--- src/rtl/sqr_u16_pkg.sv ---
// sqr_pkg: shared definitions for the sqr_u16 squarer.
//   SQR_W_DEF   default operand width (root width; square is 2*W bits)
//   sqr_stage_t record of what one pipeline stage holds, at the default width.
// Build option: SQR_U16_CHK_EN adds the carried radicand (x_ref) to the record.
package sqr_pkg;

    localparam int SQR_W_DEF = 16;

    typedef struct packed {
        logic                       vld;
        logic [SQR_W_DEF-1:0]       x;
        logic [2*SQR_W_DEF-1:0]     acc;
`ifdef SQR_U16_CHK_EN
        logic [2*SQR_W_DEF-1:0]     x_ref;
`endif
    } sqr_stage_t;

endpackage

--- src/rtl/sqr_u16_if.sv ---
// sqr_u16_if: operand/result bundle of the squarer.
//   vld_in, x        operand strobe and unsigned root (master -> slave)
//   vld_out, y       result strobe and unsigned square (slave -> master)
//   x_ref, err       radicand in / back-check flag out, only when SQR_U16_CHK_EN
// Modports: master = producer of operands (bench or upstream sqrt), slave = sqr_u16.
interface sqr_u16_if
    import sqr_pkg::*;
#(
    parameter int W = SQR_W_DEF
);
    logic               vld_in;
    logic [W-1:0]       x;
    logic               vld_out;
    logic [2*W-1:0]     y;
`ifdef SQR_U16_CHK_EN
    logic [2*W-1:0]     x_ref;
    logic               err;

    modport master (output vld_in, x, x_ref, input vld_out, y, err);
    modport slave  (input vld_in, x, x_ref, output vld_out, y, err);
`else
    modport master (output vld_in, x, input vld_out, y);
    modport slave  (input vld_in, x, output vld_out, y);
`endif
endinterface

--- src/rtl/sqr_u16_stage.sv ---
// sqr_stage: one registered shift-add step of the squarer.
//   Stage K adds (x << K) to the running accumulator when bit K of x is set.
//   Stage 0 is fed a zero accumulator, so it yields x[0] ? x : 0.
// Ports:
//   clk, rst          clock, asynchronous active-high reset
//   vld, x, acc       incoming stage contents
//   vld_p, x_p, acc_p registered stage contents
//   x_ref, x_ref_p    carried radicand, only when SQR_U16_CHK_EN
// KEEP_X=0 drops the x register (last stage when nothing downstream needs x).
// Data registers load only on a valid beat so the final accumulator holds the
// last valid square through bubbles.
module sqr_stage
    import sqr_pkg::*;
#(
    parameter int W      = SQR_W_DEF,
    parameter int K      = 0,
    parameter bit KEEP_X = 1'b1
) (
    input  logic           clk,
    input  logic           rst,
    input  logic           vld,
    input  logic [W-1:0]   x,
    input  logic [2*W-1:0] acc,
`ifdef SQR_U16_CHK_EN
    input  logic [2*W-1:0] x_ref,
    output logic [2*W-1:0] x_ref_p,
`endif
    output logic           vld_p,
    output logic [W-1:0]   x_p,
    output logic [2*W-1:0] acc_p
);

    logic [2*W-1:0] addend;

    // Partial product for this bit; the total is bounded by (2^W-1)^2, so no carry-out.
    assign addend = x[K] ? ({{W{1'b0}}, x} << K) : '0;

    // Stage K boundary
    always_ff @(posedge clk or posedge rst) begin
        if (rst) begin
            vld_p <= 1'b0;
            acc_p <= '0;
        end else begin
            vld_p <= vld;
            if (vld) begin
                acc_p <= acc + addend;
            end
        end
    end

    if (KEEP_X) begin : g_keep_x
        always_ff @(posedge clk or posedge rst) begin
            if (rst) begin
                x_p <= '0;
            end else if (vld) begin
                x_p <= x;
            end
        end
    end else begin : g_drop_x
        assign x_p = '0;
    end

`ifdef SQR_U16_CHK_EN
    always_ff @(posedge clk or posedge rst) begin
        if (rst) begin
            x_ref_p <= '0;
        end else if (vld) begin
            x_ref_p <= x_ref;
        end
    end
`endif

endmodule

--- src/rtl/sqr_u16.sv ---
// sqr_u16: pipelined unsigned squarer, y = x*x, one operand per cycle.
//   W shift-add stages; a vld_in sampled at edge n shows as vld_out after edge n+W-1.
// Ports:
//   clk   rising-edge clock
//   rst   asynchronous active-high reset; clears every stage and drops in-flight work
//   bus   sqr_u16_if.slave: vld_in, x in; vld_out, y out (x_ref in, err out with check)
// Build option SQR_U16_CHK_EN: carries the radicand x_ref beside each operand and
// raises err on a valid output whose root is not floor(sqrt(x_ref)), i.e. unless
// y <= x_ref and x_ref - y <= 2*x.
module sqr_u16
    import sqr_pkg::*;
#(
    parameter int W = SQR_W_DEF
) (
    input  logic     clk,
    input  logic     rst,
    sqr_u16_if.slave bus
);

`ifdef SQR_U16_CHK_EN
    localparam bit KEEP_LAST_X = 1'b1;
`else
    localparam bit KEEP_LAST_X = 1'b0;
`endif

    // Index k is the input of stage k; index W is the pipeline output.
    logic           vld_c [0:W];
    logic [W-1:0]   x_c   [0:W];
    logic [2*W-1:0] acc_c [0:W];
`ifdef SQR_U16_CHK_EN
    logic [2*W-1:0] x_ref_c [0:W];

    assign x_ref_c[0] = bus.x_ref;
`endif

    assign vld_c[0] = bus.vld_in;
    assign x_c[0]   = bus.x;
    assign acc_c[0] = '0;

    for (genvar k = 0; k < W; k++) begin : g_stage
        sqr_stage #(
            .W      (W),
            .K      (k),
            .KEEP_X ((k < W - 1) || KEEP_LAST_X)
        ) u_stage (
            .clk     (clk),
            .rst     (rst),
            .vld     (vld_c[k]),
            .x       (x_c[k]),
            .acc     (acc_c[k]),
`ifdef SQR_U16_CHK_EN
            .x_ref   (x_ref_c[k]),
            .x_ref_p (x_ref_c[k+1]),
`endif
            .vld_p   (vld_c[k+1]),
            .x_p     (x_c[k+1]),
            .acc_p   (acc_c[k+1])
        );
    end

    assign bus.vld_out = vld_c[W];
    assign bus.y       = acc_c[W];

`ifdef SQR_U16_CHK_EN
    // True when root is not the integer square root of ref_v.
    function automatic logic root_bad(input logic [2*W-1:0] sq,
                                      input logic [2*W-1:0] ref_v,
                                      input logic [W-1:0]   root);
        logic [2*W-1:0] twice;
        logic [2*W-1:0] diff;
        twice = {{(W-1){1'b0}}, root, 1'b0};
        diff  = ref_v - sq;
        return !((sq <= ref_v) && (diff <= twice));
    endfunction

    assign bus.err = vld_c[W] && root_bad(acc_c[W], x_ref_c[W], x_c[W]);
`endif

endmodule

--- src/flat_wrapper.sv ---
// flat-port wrapper written by rule: the top's interface ports become plain ports
module sqr_u16_flat import sqr_pkg::*;
#(
    parameter int W = SQR_W_DEF
)
  (clk, rst, bus_vld_in, bus_x, bus_vld_out, bus_y);
  sqr_u16_if #(.W(W)) bus_i ();
  input  logic clk;
  input  logic rst;
  input wire logic [$bits(bus_i.vld_in)-1:0] bus_vld_in;
  input wire logic [$bits(bus_i.x)-1:0] bus_x;
  output wire logic [$bits(bus_i.vld_out)-1:0] bus_vld_out;
  output wire logic [$bits(bus_i.y)-1:0] bus_y;
  assign bus_i.vld_in = bus_vld_in;
  assign bus_i.x = bus_x;
  assign bus_vld_out = bus_i.vld_out;
  assign bus_y = bus_i.y;
  sqr_u16 #(.W(W)) u_core (.clk(clk), .rst(rst), .bus(bus_i));
endmodule
--- config.mk ---
export PLATFORM = sky130hd
export DESIGN_NAME = sqr_u16_flat
export DESIGN_NICKNAME = d
export VERILOG_FILES = /design/src/rtl/sqr_u16_pkg.sv /design/src/rtl/sqr_u16_if.sv /design/src/rtl/sqr_u16_stage.sv /design/src/rtl/sqr_u16.sv /design/src/flat_wrapper.sv
export SDC_FILE = /design/constraint.sdc
export NUM_CORES = 2
export LEC_CHECK = 0
export BUFFER_PORTS_ARGS = -buffer_cell sky130_fd_sc_hd__buf_2
export CORE_MARGIN = 2
export CORE_UTILIZATION = 64
export CTS_CLUSTER_SIZE = 16
export DETAILED_ROUTE_END_ITERATION = 12
export MAX_ROUTING_LAYER = met4
export PLACE_DENSITY_LB_ADDON = 0.3
export SLEW_MARGIN = 20
export SYNTH_ARGS = -nofsm -noshare
export SYNTH_HDL_FRONTEND = slang
export SYNTH_SLANG_ARGS = --single-unit
--- constraint.sdc ---
create_clock -name clk -period 25 [get_ports clk]
set_clock_uncertainty 0.15 [all_clocks]
set_input_delay 1.25 -clock clk [delete_from_list [all_inputs] [get_ports clk]]
set_output_delay 1.25 -clock clk [all_outputs]
set_load 0.1 [all_outputs]
# Word-level counts from Yosys, hierarchy flattened

Cells that the tools add are included.

Register bits: 768
Bits in latches: 0
RAM bits: 0
ROM bits: 0
Input port bits: 19
Output and inout bits: 33
Word-level logic and storage cells: 78
Memories: 0

$add $sub $neg: 15
$mul: 0
Div/mod/pow operators: 0
Magnitude comparators: 0
Equal/unequal tests: 0
Shift operators: 0
Mux-type cells: 16
Bitwise logic cells: 0
Reduce and logical (&&, ||, !) cells: 0

Operators by type and width:

| kind             | number |
|---|---|
| $add A32 B17 Y32 | 1 |
| $add A32 B18 Y32 | 1 |
| $add A32 B19 Y32 | 1 |
| $add A32 B20 Y32 | 1 |
| $add A32 B21 Y32 | 1 |
| $add A32 B22 Y32 | 1 |
| $add A32 B23 Y32 | 1 |
| $add A32 B24 Y32 | 1 |
| $add A32 B25 Y32 | 1 |
| $add A32 B26 Y32 | 1 |
| $add A32 B27 Y32 | 1 |
| $add A32 B28 Y32 | 1 |
| $add A32 B29 Y32 | 1 |
| $add A32 B30 Y32 | 1 |
| $add A32 B31 Y32 | 1 |
| $mux W31         | 1 |
| $mux W30         | 1 |
| $mux W29         | 1 |
| $mux W28         | 1 |
| $mux W27         | 1 |
| $mux W26         | 1 |
| $mux W25         | 1 |
| $mux W24         | 1 |
| $mux W23         | 1 |
| other kinds (7)  | 7 |

# Longest topological paths before layout

Depth after elaboration: 2
Gate-level depth with buffers: 12
Depth with buffers taken out: 11

# Hierarchy

A second synthesis with hierarchy kept.

Cell total of the unflattened synthesis: 4487
Area, all modules: 46696.0 µm²

By module, submodules not included:

| module                                  | instances | cells an instance | area an instance (µm²) |
|---|---|---|---|
| sqr_stage at u_core.g_stage[0].u_stage  | 1         | 337               | 3204.3 |
| sqr_stage at u_core.g_stage[6].u_stage  | 1         | 313               | 3086.7 |
| sqr_stage at u_core.g_stage[1].u_stage  | 1         | 296               | 3036.7 |
| sqr_stage at u_core.g_stage[2].u_stage  | 1         | 295               | 3015.4 |
| sqr_stage at u_core.g_stage[4].u_stage  | 1         | 294               | 2992.9 |
| sqr_stage at u_core.g_stage[5].u_stage  | 1         | 296               | 2989.1 |
| sqr_stage at u_core.g_stage[7].u_stage  | 1         | 290               | 2971.6 |
| sqr_stage at u_core.g_stage[10].u_stage | 1         | 274               | 2969.1 |
| sqr_stage at u_core.g_stage[8].u_stage  | 1         | 275               | 2961.6 |
| sqr_stage at u_core.g_stage[3].u_stage  | 1         | 286               | 2954.1 |
| sqr_stage at u_core.g_stage[9].u_stage  | 1         | 269               | 2905.3 |
| sqr_stage at u_core.g_stage[14].u_stage | 1         | 278               | 2879.0 |
| sqr_stage at u_core.g_stage[12].u_stage | 1         | 247               | 2855.2 |
| sqr_stage at u_core.g_stage[11].u_stage | 1         | 254               | 2832.7 |
| 3 more rows                             | -         | -                 | - |

# Least setup slack after synthesis

No wires, ideal clock.

Path type: register -> register
From: register u_core.g_stage[7].u_stage.x_p[8]
To: register u_core.g_stage[8].u_stage.acc_p[22]
Setup time: 125 ps
Data arrival time: 2851 ps
Data required time: 24725 ps
Setup slack: 21874 ps
Cell stages (with the launch flop): 12
Buffers on the path: 1
Clock period less this slack: 3126 ps
Cells stage by stage: dfrtp_1 clkbuf_1 and2_1 ha_1 fa_1 a21oi_1 o21ai_1 a2111oi_2 o311ai_0 a31o_2 xor2_1 mux2_2

Cells in the longest elaborated chain, start to end: 2

Ends and longest elaborated chain:

| what                     | RTL line            | RTL |
|---|---|---|
| start: declaration       | sqr_u16_stage.sv:29 | `output logic [W-1:0] x_p,` |
| start signal: assignment | sqr_u16_stage.sv:54 | `x_p <= '0;` |
| start signal: assignment | sqr_u16_stage.sv:56 | `x_p <= x;` |
| $mux W24                 | sqr_u16_stage.sv:36 | `assign addend = x[K] ? ({{W{1'b0}}, x} << K) : '0;` |
| $add A32 B24 Y32         | sqr_u16_stage.sv:46 | `acc_p <= acc + addend;` |
| end signal: assignment   | sqr_u16_stage.sv:46 |  |
| end: declaration         | sqr_u16_stage.sv:30 | `output logic [2*W-1:0] acc_p` |

Every way passes these cells.
A chain may end at the register's enable or synchronous reset.

# Final worst setup path

From: register u_core.g_stage[3].u_stage.x_p[4]
To: register u_core.g_stage[4].u_stage.acc_p[18]

Cells in the longest elaborated chain, start to end: 2

Ends and longest elaborated chain:

| what                     | RTL line |
|---|---|
| start: declaration       | sqr_u16_stage.sv:29 |
| start signal: assignment | sqr_u16_stage.sv:54 |
| start signal: assignment | sqr_u16_stage.sv:56 |
| $mux W20                 | sqr_u16_stage.sv:36 |
| $add A32 B20 Y32         | sqr_u16_stage.sv:46 |
| end signal: assignment   | sqr_u16_stage.sv:46 |
| end: declaration         | sqr_u16_stage.sv:30 |

Every way passes these cells.

==> impl_metrics.py <==
metrics = {
    "clock_tree": {
        "root_buffer": "clkbuf_16",
        "cts_buffers": 69,
        "ctsHtreeMaxLevel": 3,
        "clkTransAtPathRegs_ns": 0.06,
        "ctsResizeCount": 0,
        "worstSkewPairLatency_ns": 0.62,
        "clock_sinks": 632,
        "cts_tree": "yes",
        "cts_max_path_buffers": 3,
        "post_cts_buffers": 0,
        "cts_hold_buffers": 0,
    },
    "pwr": {
        "p_leak_nw": 17.1,
        "comb_power_share_pct": 48.4,
        "power_w": 0.00547,
        "seqPwrFrac_pct": 33.3,
        "vdd_drop_max_mv": 0.0930,
        "p_clk_share_pct": 18.3,
        "p_sw_w": 0.00217,
        "p_per_area_nw_per_um2": 145,
        "p_sw_share_pct": 39.6,
        "intPower_w": 0.00330,
    },
    "routing": {
        "ant_nets": 0,
        "routed_wl_um": 70000,
        "drt_iter0_drc": 1160,
        "num_vias": 22900,
        "route.detailed.drc": 0,
        "viasPerCell": 6.06,
        "first_pass_iters": 5,
        "wire_per_inst_um": 18.5,
    },
    "setup_path": {
        "cp.arrival_ns": 3.87,
        "crit_path_top_delay_cell": "a2111oi_2",
        "required_ns": 25.30,
        "path_cells": "and2_1 > ha_1 > fa_1 > a21o_1 > a21o_1 > a2111oi_2 > o21ai_1 > o31a_1 > xnor2_1 > a21oi_1",
        "cp_top_family": "compound AO/OA/AOI/OAI gates",
        "r2r_start": "u_core.g_stage[3].u_stage.x_p[4]$_DFFE_PP0P_",
        "crit_buf_inv": 0,
        "cp-end-kind": "flop",
        "crit_fanout": 18,
        "r2r_slack_ns": 21.43,
        "crit_type": "reg2reg",
        "r2r-end": "u_core.g_stage[4].u_stage.acc_p[18]$_DFFE_PP0P_",
        "r2r_cells": 10,
        "crit_path_max_incr_delay_ns": 0.61,
        "crit_top_cell": "a21o_1",
        "start_kind": "flop",
    },
    "timing": {
        "maxSlewViolCount": 0,
        "tightest_slew_ns": 0.978,
        "slew_headroom_pct": 34.8,
        "final.period_utilization_pct": 14.3,
        "rsz0062_at_grt": "no",
        "setup_viol": 0,
        "fmax_mhz": 280,
        "fin_setup_tns_ns": 0,
        "hold_viol_final": 0,
        "fin_crit_ns": 3.57,
    },
    "synthesis": {
        "synth_cells": 3034,
        "synth_top_area_share_pct": 45.5,
        "yosys.area.top_type": "dfrtp_1",
        "yosysSeqAreaShare_pct": 45.5,
        "synth_cell_types": 86,
        "synth.area.top_cells": "dfrtp_1, mux2_2, ha_1",
        "yosysMostFrequentCell": "dfrtp_1",
        "synthTopCellsByCount": "dfrtp_1, mux2_2, ha_1",
        "synth_warnings": 0,
        "syn-num-nets": 3307,
        "synth_enable_flop_cells": 0,
        "avgSynthCellArea_um2": 11.5,
        "synthArstFlopShare_pct": 100,
        "ys_ff_latch": 632,
        "synth.cell_area_um2": 34800,
        "synth_ff_type": "dfrtp_1",
    },
    "floorplan": {
        "die_area_um2": 56200,
        "io_pins": 52,
        "start_util_pct": 64.6,
        "coreArea_um2": 53800,
        "dieHeight_um": 237,
        "rows": 85,
        "die_x_um": 237,
    },
    "global_routing": {
        "grt_max_degree": 184,
        "grt.overflow.total": 0,
        "grt_pass1_wl_um": 119000,
        "grtUsageTotal_pct": 26.4,
        "grt_pass1_vias": 24200,
        "antenna_found_initial": 0,
    },
    "cells_and_area": {
        "final_cells": 3786,
        "fillCellCount": 3754,
        "diodes": 0,
        "regArea_um2": 15800,
        "num-nets-final": 3316,
        "post-route-util_pct": 70.0,
        "multi_input_area_um2": 18000,
        "drive_above_1_share_pct": 23.2,
        "area_delta_synth_final_pct": 8.37,
    },
    "worst_hold_path": {
        "hold_end": "u_core.g_stage[15].u_stage.acc_p[18]$_DFFE_PP0P_",
        "hp-start": "u_core.g_stage[15].u_stage.acc_p[18]$_DFFE_PP0P_",
        "hold_depth": 1,
        "hp-class": "reg2reg",
    },
    "flow_run": {
        "maxCapViolCount": 0,
    },
    "placed_design": {
        "gp_congestion": 0.894,
        "port_buffers": 51,
        "hpwl_um": 50300,
        "dp.cells": 3668,
    },
    "status": {
        "status": "finished, final reports clean",
    },
}
cells in the final DEF, fill, tap and decap left out, types with 7 or more instances in the layout:
master / instances
clkinv_2: 10
o21ai_0: 111
xor2_1: 52
mux2i_1: 9
inv_1: 84
buf_4: 18
o22ai_1: 8
and3_1: 13
and2_1: 231
a21o_1: 72
a211o_1: 7
fa_1: 15
a21oi_1: 171
o311ai_0: 8
or3_1: 11
clkbuf_1: 13
ha_1: 239
nand4_1: 15
nor2_1: 116
nand2b_1: 31
a211oi_1: 32
xnor2_1: 113
dfrtp_1: 628
o31ai_1: 18
a31oi_1: 31
mux2_2: 504
o211ai_1: 19
o31a_1: 7
or2_2: 7
buf_2: 51
o21a_1: 25
o21bai_1: 27
nand2_1: 99
nor3_1: 22
nor2b_1: 17
nand3_1: 25
o21ai_1: 20
clkbuf_16: 71
clkbuf_8: 17
state kept, by name, indices dropped and copies added (netlist names):
register / cells
u_core.g_stage.u_stage.vld_p: 16
u_core.g_stage.u_stage.acc_p: 376
u_core.g_stage.u_stage.x_p: 240
cell type report:
| cell class | count | share of cell area [%] |
|---|---|---|
| clock buffers | 101 | 5.47 |
| clock inverters | 17 | 0.435 |
| inverters | 86 | 0.877 |
| multi-input cells | 2183 | 47.8 |
| flip-flops and latches | 632 | 42.0 |
| well taps | 696 | 2.31 |
| repair buffers | 71 | 1.12 |
kinds of logic (layout without fill, tap and decap cells):
| kind of cell | count (synthesis) | in the layout | synth area share [%] |
|---|---|---|---|
| xor+xnor | 165 | 165 | 4.16 |
| compound gates | 636 | 636 | 12.1 |
| buf+inv | 219 | 275 | 2.71 |
| simple gates | 613 | 613 | 9.46 |
| mux | 515 | 515 | 16.7 |
| flops | 632 | 632 | 45.5 |
| fa+ha+maj | 254 | 254 | 9.46 |
through the flow:
step,hold WS (ns),instance area [um^2],worst slack [ns]
finish,0.334,37700,21.43
global route,0.365,37700,21.17
CTS,0.342,37700,21.43
detailed placement,0.326,35500,20.87
global placement,0.319,35500,20.93
floorplan,0.202,34800,5.90
power groups by stage:
stage	Sequential (W)	Clock [W]	Combinational, W
after floorplan	0.00168	0	0.00223
after global placement	0.00181	0	0.00251
after detailed placement	0.00184	0	0.00262
after CTS	0.00183	0.00102	0.00265
after global routing	0.00188	0.00106	0.00292
final	0.00182	0.000999	0.00265
worst max-delay path by stage:
stage | startpoint | to | slack, ns | cells past startpoint
after floorplan | rst | u_core.g_stage[0].u_stage.acc_p[10]$_DFFE_PP0P_ | 5.90 | 1
after global placement | rst | u_core.g_stage[13].u_stage.acc_p[28]$_DFFE_PP0P_ | 20.93 | 4
after detailed placement | rst | u_core.g_stage[13].u_stage.acc_p[28]$_DFFE_PP0P_ | 20.87 | 4
after CTS | u_core.g_stage[7].u_stage.x_p[8]$_DFFE_PP0P_ | u_core.g_stage[8].u_stage.acc_p[22]$_DFFE_PP0P_ | 21.43 | 10
after global routing | rst | u_core.g_stage[10].u_stage.vld_p$_DFF_PP0_ | 21.17 | 4
final | u_core.g_stage[3].u_stage.x_p[4]$_DFFE_PP0P_ | u_core.g_stage[4].u_stage.acc_p[18]$_DFFE_PP0P_ | 21.43 | 10
per-layer routing:
layer | vias up | track usage [%] | routed length [um]
met1 | 11500 | 30.6 | 28900
met5 | - | - | 0
met4 | 0 | 9.78 | 2050
met3 | 150 | 3.12 | 1990
met2 | 366 | 47.1 | 37000
li1 | 10900 | - | -
Power figures use the tool's default switching activity.
